===== src/rtl/enc8to3_req_encoder.sv =====
// Sequential 8-to-3 request encoder: sticky pending vector, one index per valid/ready grant.
// Define ENC8TO3_ROUND_ROBIN_EN for rotating priority; default build is fixed priority (index 0 highest).
module enc8to3_req_encoder #(
    parameter int N_IN  = 8,
    parameter int W_OUT = 3
) (
    input  logic             clk,
    input  logic             rst_n,
    input  logic             clr,
    input  logic             en,
    input  logic [N_IN-1:0]  in,
    output logic [W_OUT-1:0] out,
    output logic             out_vld,
    input  logic             out_rdy,
    output logic [N_IN-1:0]  pending,
    output logic             overflow
);

    typedef enum logic {IDLE, PRESENT} state_t;

    state_t           state;
    logic             hs;
    logic [N_IN-1:0]  acc_mask;
    logic [N_IN-1:0]  rem;
    logic [N_IN-1:0]  req;
    logic [W_OUT-1:0] sel;

    assign hs       = out_vld & out_rdy;
    assign acc_mask = hs ? (N_IN'(1) << out) : '0;
    // Only registered pending is a grant candidate; same-cycle requests wait one edge.
    assign rem      = pending & ~acc_mask;
    assign req      = en ? in : '0;

`ifdef ENC8TO3_ROUND_ROBIN_EN
    logic [W_OUT-1:0] last;
    logic [W_OUT-1:0] start;
    logic [W_OUT-1:0] idx;

    assign start = last + W_OUT'(1);

    // Scan from the farthest slot back to start so the first set bit after last wins.
    always_comb begin
        sel = '0;
        idx = '0;
        for (int k = N_IN - 1; k >= 0; k--) begin
            idx = start + W_OUT'(k);
            if (rem[idx]) sel = idx;
        end
    end

    always_ff @(posedge clk or negedge rst_n) begin
        if (!rst_n)  last <= W_OUT'(N_IN - 1);
        else if (hs) last <= out;
    end
`else
    always_comb begin
        sel = '0;
        for (int k = N_IN - 1; k >= 0; k--)
            if (rem[k]) sel = W_OUT'(k);
    end
`endif

    always_ff @(posedge clk or negedge rst_n) begin
        if (!rst_n) begin
            pending  <= '0;
            out      <= '0;
            out_vld  <= 1'b0;
            overflow <= 1'b0;
            state    <= IDLE;
        end else if (clr) begin
            pending  <= '0;
            out      <= '0;
            out_vld  <= 1'b0;
            overflow <= 1'b0;
            state    <= IDLE;
        end else begin
            // Set wins over accept, so a re-request of the granted bit is not a loss.
            pending <= rem | req;
            if (|(req & rem)) overflow <= 1'b1;
            case (state)
                IDLE: begin
                    if (|pending) begin
                        out     <= sel;
                        out_vld <= 1'b1;
                        state   <= PRESENT;
                    end
                end
                PRESENT: begin
                    if (hs) begin
                        if (|rem) begin
                            out <= sel;
                        end else begin
                            out_vld <= 1'b0;
                            state   <= IDLE;
                        end
                    end
                end
                default: state <= IDLE;
            endcase
        end
    end

endmodule


===== config.mk =====
export PLATFORM = sky130hd
export DESIGN_NAME = enc8to3_req_encoder
export DESIGN_NICKNAME = d
export VERILOG_FILES = /design/src/rtl/enc8to3_req_encoder.sv
export SDC_FILE = /design/constraint.sdc
export NUM_CORES = 1
export LEC_CHECK = 0
export ABC_CLOCK_PERIOD_IN_PS = 4000
export CORE_MARGIN = 2
export CORE_UTILIZATION = 40
export CTS_CLUSTER_DIAMETER = 150
export DETAILED_ROUTE_END_ITERATION = 10
export DONT_BUFFER_PORTS = 1
export HOLD_SLACK_MARGIN = 0.05
export SLEW_MARGIN = 20
export SYNTH_ARGS = -nofsm -noshare
export SYNTH_HDL_FRONTEND = slang
export SYNTH_SLANG_ARGS = --single-unit

===== constraint.sdc =====
create_clock -name clk -period 4 [get_ports clk]
set_input_delay 0.8 -clock clk [delete_from_list [all_inputs] [get_ports clk]]
set_output_delay 0.8 -clock clk [all_outputs]
set_load 0.01 [all_outputs]

Word level (Yosys, flattened, before mapping)
Cells that the tools add are included.

operators by class
  equal/unequal tests = 4
  shift operators = 1
  multiplexer cells = 28
  bitwise operators = 6
  reductions and logical operators = 6

operators by type and width
  cell                   number
  $mux W3                12
  $mux W8                3
  $reduce_or A8 Y1       3
  $and A8 B8 Y8          2
  $mux W1                10
  $not A8 Y8             1
  $or A8 B8 Y8           1
  $shl A1 B3 Y8 const A  1
  $ne A3 B2 Y1 const B   2
  $ne A3 B3 Y1 const B   2
  $pmux W3 S2            1
  $reduce_and A3 Y1      2
  $pmux W1 S2            2
  $reduce_bool A2 Y1     1
  $and A1 B1 Y1          1
  $not A1 Y1             1

word-level totals
  bits in registers = 14
  input bits = 13
  logic and storage cells = 50

Longest topological paths before layout
  word-level depth = 16
  depth in mapped cells = 6

Worst setup path after synthesis
OpenSTA, ideal clock, no wires.

  path kind = input to register
  start = input out_rdy
  end = register out[0]
  library setup time = 0.128 ns
  data arrival time = 2.195 ns
  data required time = 3.872 ns
  setup slack = 1.677 ns
  cell stages on the path = 6
  buffers on the path = 0
  cell sequence = nand3_2 -> o31a_1 -> nor4_4 -> nand4_1 -> a41o_1 -> mux2_1

between the ends
  word-level cells in the longest chain between the ends = 16
  elaborated cells between the ends (all ways) = 21
  classes of those cells = 2 x eq/ne; 14 x mux; 3 x bitwise; 2 x reduce/logical

RTL lines
  item                   RTL line  source
  start, declared        14        input logic out_rdy,
  $and A1 B1 Y1 (*)      28        assign hs = out_vld & out_rdy;
  $mux W8                29        assign acc_mask = hs ? (N_IN'(1) << out) : '0;
  $not A8 Y8             31        assign rem = pending & ~acc_mask;
  $and A8 B8 Y8          31
  $mux W3 (8 in series)  59        if (rem[k]) sel = W_OUT'(k);
  $mux W3                90        if (|rem) begin
  $mux W3                89        if (hs) begin
  $pmux W3 S2            80        case (state)
  $mux W3                70        end else if (clr) begin
  end signal, assigned   83        out <= sel;
  end signal, assigned   91        out <= sel;
  end, declared          12        output logic [W_OUT-1:0] out,

Mark *: on every way between the ends. The rest lies on a longest branch, timed or not. The select of a mux whose other input is x is not followed.
A chain may end at the register's enable or synchronous reset.

Final worst setup path
  start = register out_vld
  end = register out[0]

between the ends
  word-level cells in the longest chain between the ends = 16
  elaborated cells between the ends (all ways) = 21
  classes of those cells = 2 x eq/ne; 14 x mux; 3 x bitwise; 2 x reduce/logical

RTL lines
  item                    RTL line  source
  start, declared         13        output logic out_vld,
  start signal, assigned  67        out_vld <= 1'b0;
  start signal, assigned  73        out_vld <= 1'b0;
  start signal, assigned  84        out_vld <= 1'b1;
  $and A1 B1 Y1 (*)       28
  $mux W8                 29
  $not A8 Y8              31
  $and A8 B8 Y8           31
  $mux W3 (8 in series)   59
  $mux W3                 90
  $mux W3                 89
  $pmux W3 S2             80
  $mux W3                 70

Marked as above.

==> reports/qor.yml <==
setup_path:
  arrival_ns: 2.38
  worstSetupPathDepth: 6
  critPathKind: "reg -> reg"
  start_kind: "register"
  path_delay_family: "compound AO/OA/AOI/OAI gates"
  regToRegSetupSlack_ns: 1.79
  cp-endpoint: "out[0]$_DFFE_PN0P_"
  cp.required_ns: 4.17
  critPathMaxStageDelay_ns: 0.50
  r2r_cells: 6
  cp-end-kind: "register"
  r2r_end: "out[0]$_DFFE_PN0P_"
  cp_cell_sequence: "nand3_2, o31a_1, nor4_4, nand4_1, a41o_1, mux2_1"
  r2r_start: "out_vld$_DFFE_PN0P_"
  crit_fanout: 6
  cpMaxStageDelayCell: "dfrtp_1"
  worst-path-buf-inv: 0
  timing.critical_path.from: "out_vld$_DFFE_PN0P_"
synthesis:
  synth_compound_area_share_pct: 27.9
  synth-async-reset-ratio_pct: 100
  syn_nets: 95
  synthFlopType: "dfrtp_1"
  synth-xor-area-share_pct: 0
  synth_top_family_by_area: "compound AO/OA/AOI/OAI gates"
  synth_top_area_share_pct: 45.2
  synth.area.top_cells: "dfrtp_1 45%, a21oi_1 7.1%, mux2_1 4.4%"
  synthCells: 82
  synth.most_common_cell: "dfrtp_1"
  synthMuxAreaShare_pct: 4.35
  synth_seq_area_share_pct: 45.2
  yosysTopAreaCell: "dfrtp_1"
  synth.avg_cell_area_um2: 9.46
  synth_simple_gate_area_share_pct: 20.6
  syn-cell-area_um2: 776
  synthTopCellsByCount: "14 x dfrtp_1, 11 x a21oi_1, 8 x nand2_1"
  yosys.area_share.adder_pct: 0
  synth_seq_cells: 14
  yosysWarnings: 0
  synth_edf_count: 0
  ys_types: 27
finish:
  design_area_um2: 836
  nFillCells: 169
  multi_input_area_um2: 410
  nets: 98
  regArea_um2: 350
  drive_gt1_share_pct: 11.9
  syn2layout_area_growth_pct: 7.74
  antenna_cells: 0
  instances_no_fill: 109
die:
  die_h_um: 48.0
  die-area_um2: 2310
  initial_core_util_pct: 43.5
  num_io_pins: 26
  core-area_um2: 1780
  rows: 15
  die_w_um: 48.0
min_path:
  hold_class: "in -> async"
global_route:
  grt_pass1_wl_um: 3020
  antenna_found_initial: 0
  globalRouteTotalUtil_pct: 19.6
  first_global_vias: 648
  grt_overflow_total: 0
  grt_max_degree: 16
timing:
  fin_setup_tns_ns: 0
  min_period_over_period_pct: 55.4
  rsz0062_at_grt: "no"
  setup_violations: 0
  max_freq_mhz: 452
  slew_violations: 0
  relSlewSlack_pct: 70.9
  worstMarginPinSlew_ns: 0.434
  fin_ws_ns: 1.79
  clock_skew_ns: 0.00447
  hold_viol: 0
  min_period_ns: 2.21
route:
  vias_per_cell: 6.29
  ant_nets: 0
  dr.pass1.iters: 4
  vias: 686
  wl_per_cell_um: 17.6
  drt_iter0_drc: 32
  drc: 0
  wl_um: 1920
pwr:
  vdd_drop_max_mv: 0.227
  p_total_w: 0.000339
  p_leak_nw: 0.346
  cellPowerDensity_nw_per_um2: 406
placement:
  placed_cells: 105
  place_congestion: 0.878
  dpl.hpwl_um: 1460
  port_buffers: 0
  place_area_um2: 800
  post-place-ws_ns: 1.56
cts:
  clkTransAtPathRegs_ns: 0.08
  cts_resized: 0
  cts_hold_buf: 0
  htreeDepth: 1
  cts.sinks: 14
  cts-root-buf: "clkbuf_4"
  clk_path_buf_depth: 2
  clk_latency_ns: 0.28
  cts_tree: "done"
  post_cts_buffers: 0
  cts_made_buffers: 3
flow_run:
  maxCapViolCount: 0
outcome:
  status: "complete, no violations"
==> report_power, final <==
group          internal [W]  switching (W)  leakage [nW]
clock network     0.0000554      0.0000457        0.0210
logic             0.0000279      0.0000314         0.142
registers          0.000154      0.0000243         0.183
==> layout by cell type, fill, tap and decap left out, types with 2 or more instances in the layout <==
| cell type | n |
|---|---|
| nor2_1 | 7 |
| o21ai_1 | 5 |
| nand2b_1 | 3 |
| a22oi_1 | 2 |
| mux2_1 | 3 |
| a21oi_1 | 11 |
| o31a_1 | 2 |
| o2bb2a_1 | 2 |
| clkbuf_4 | 3 |
| nor3_1 | 2 |
| nand4_1 | 2 |
| nor4_1 | 3 |
| inv_1 | 2 |
| dfrtp_1 | 14 |
| nand2_1 | 8 |
| o21a_2 | 3 |
==> registers in the layout, summed over array words and instances (netlist names) <==
signal and flops:
pending 8, out_vld 1, state 1, overflow 1, out 3
==> worst min path at each step <==
stage,from,cells past startpoint,slack [ns],to
global placement,rst_n,0,0.50,pending[4]$_DFF_PN0_
detailed placement,rst_n,0,0.50,pending[4]$_DFF_PN0_
floorplan,rst_n,0,0.50,out[0]$_DFFE_PN0P_
finish,rst_n,0,0.20,pending[4]$_DFF_PN0_
global route,rst_n,0,0.17,pending[3]$_DFF_PN0_
CTS,rst_n,0,0.19,pending[4]$_DFF_PN0_
==> worst register-to-register path: stages (launching register included) <==
cell and delay (ns):
dfrtp_1 0.50, nand3_2 0.18, o31a_1 0.35, nor4_4 0.25, nand4_1 0.17, a41o_1 0.33, mux2_1 0.32
==> per-layer routing <==
| layer | up-vias | GRT usage, % | wire length [um] |
|---|---|---|---|
| met5 | - | 0 | 0 |
| met4 | 0 | 12.4 | 29 |
| met3 | 4 | 4.91 | 159 |
| met2 | 35 | 27.7 | 842 |
| met1 | 329 | 26.5 | 888 |
| li1 | 318 | - | - |
==> through the flow <==
step / utilization [%] / hold WS (ns)
floorplan: - / 0.504
global placement: 44.8 / 0.505
detailed placement: 44.8 / 0.505
CTS: 46.9 / 0.188
global route: 46.9 / 0.172
finish: 46.9 / 0.201
==> kinds of logic (layout without fill, tap and decap cells) <==
| logic type | count (synthesis) | in the layout |
|---|---|---|
| compound gates | 32 | 32 |
| buf+inv | 4 | 6 |
| flops | 14 | 14 |
| simple gates | 29 | 29 |
| mux | 3 | 3 |
==> layout make-up <==
cell class | count | area share [%]
clock buffers | 4 | 4.34
inverters | 2 | 0.898
multi-input cells | 64 | 49.1
flip-flops and latches | 14 | 41.9
well taps | 25 | 3.74
Note: power is estimated with default switching activity, not from simulation.
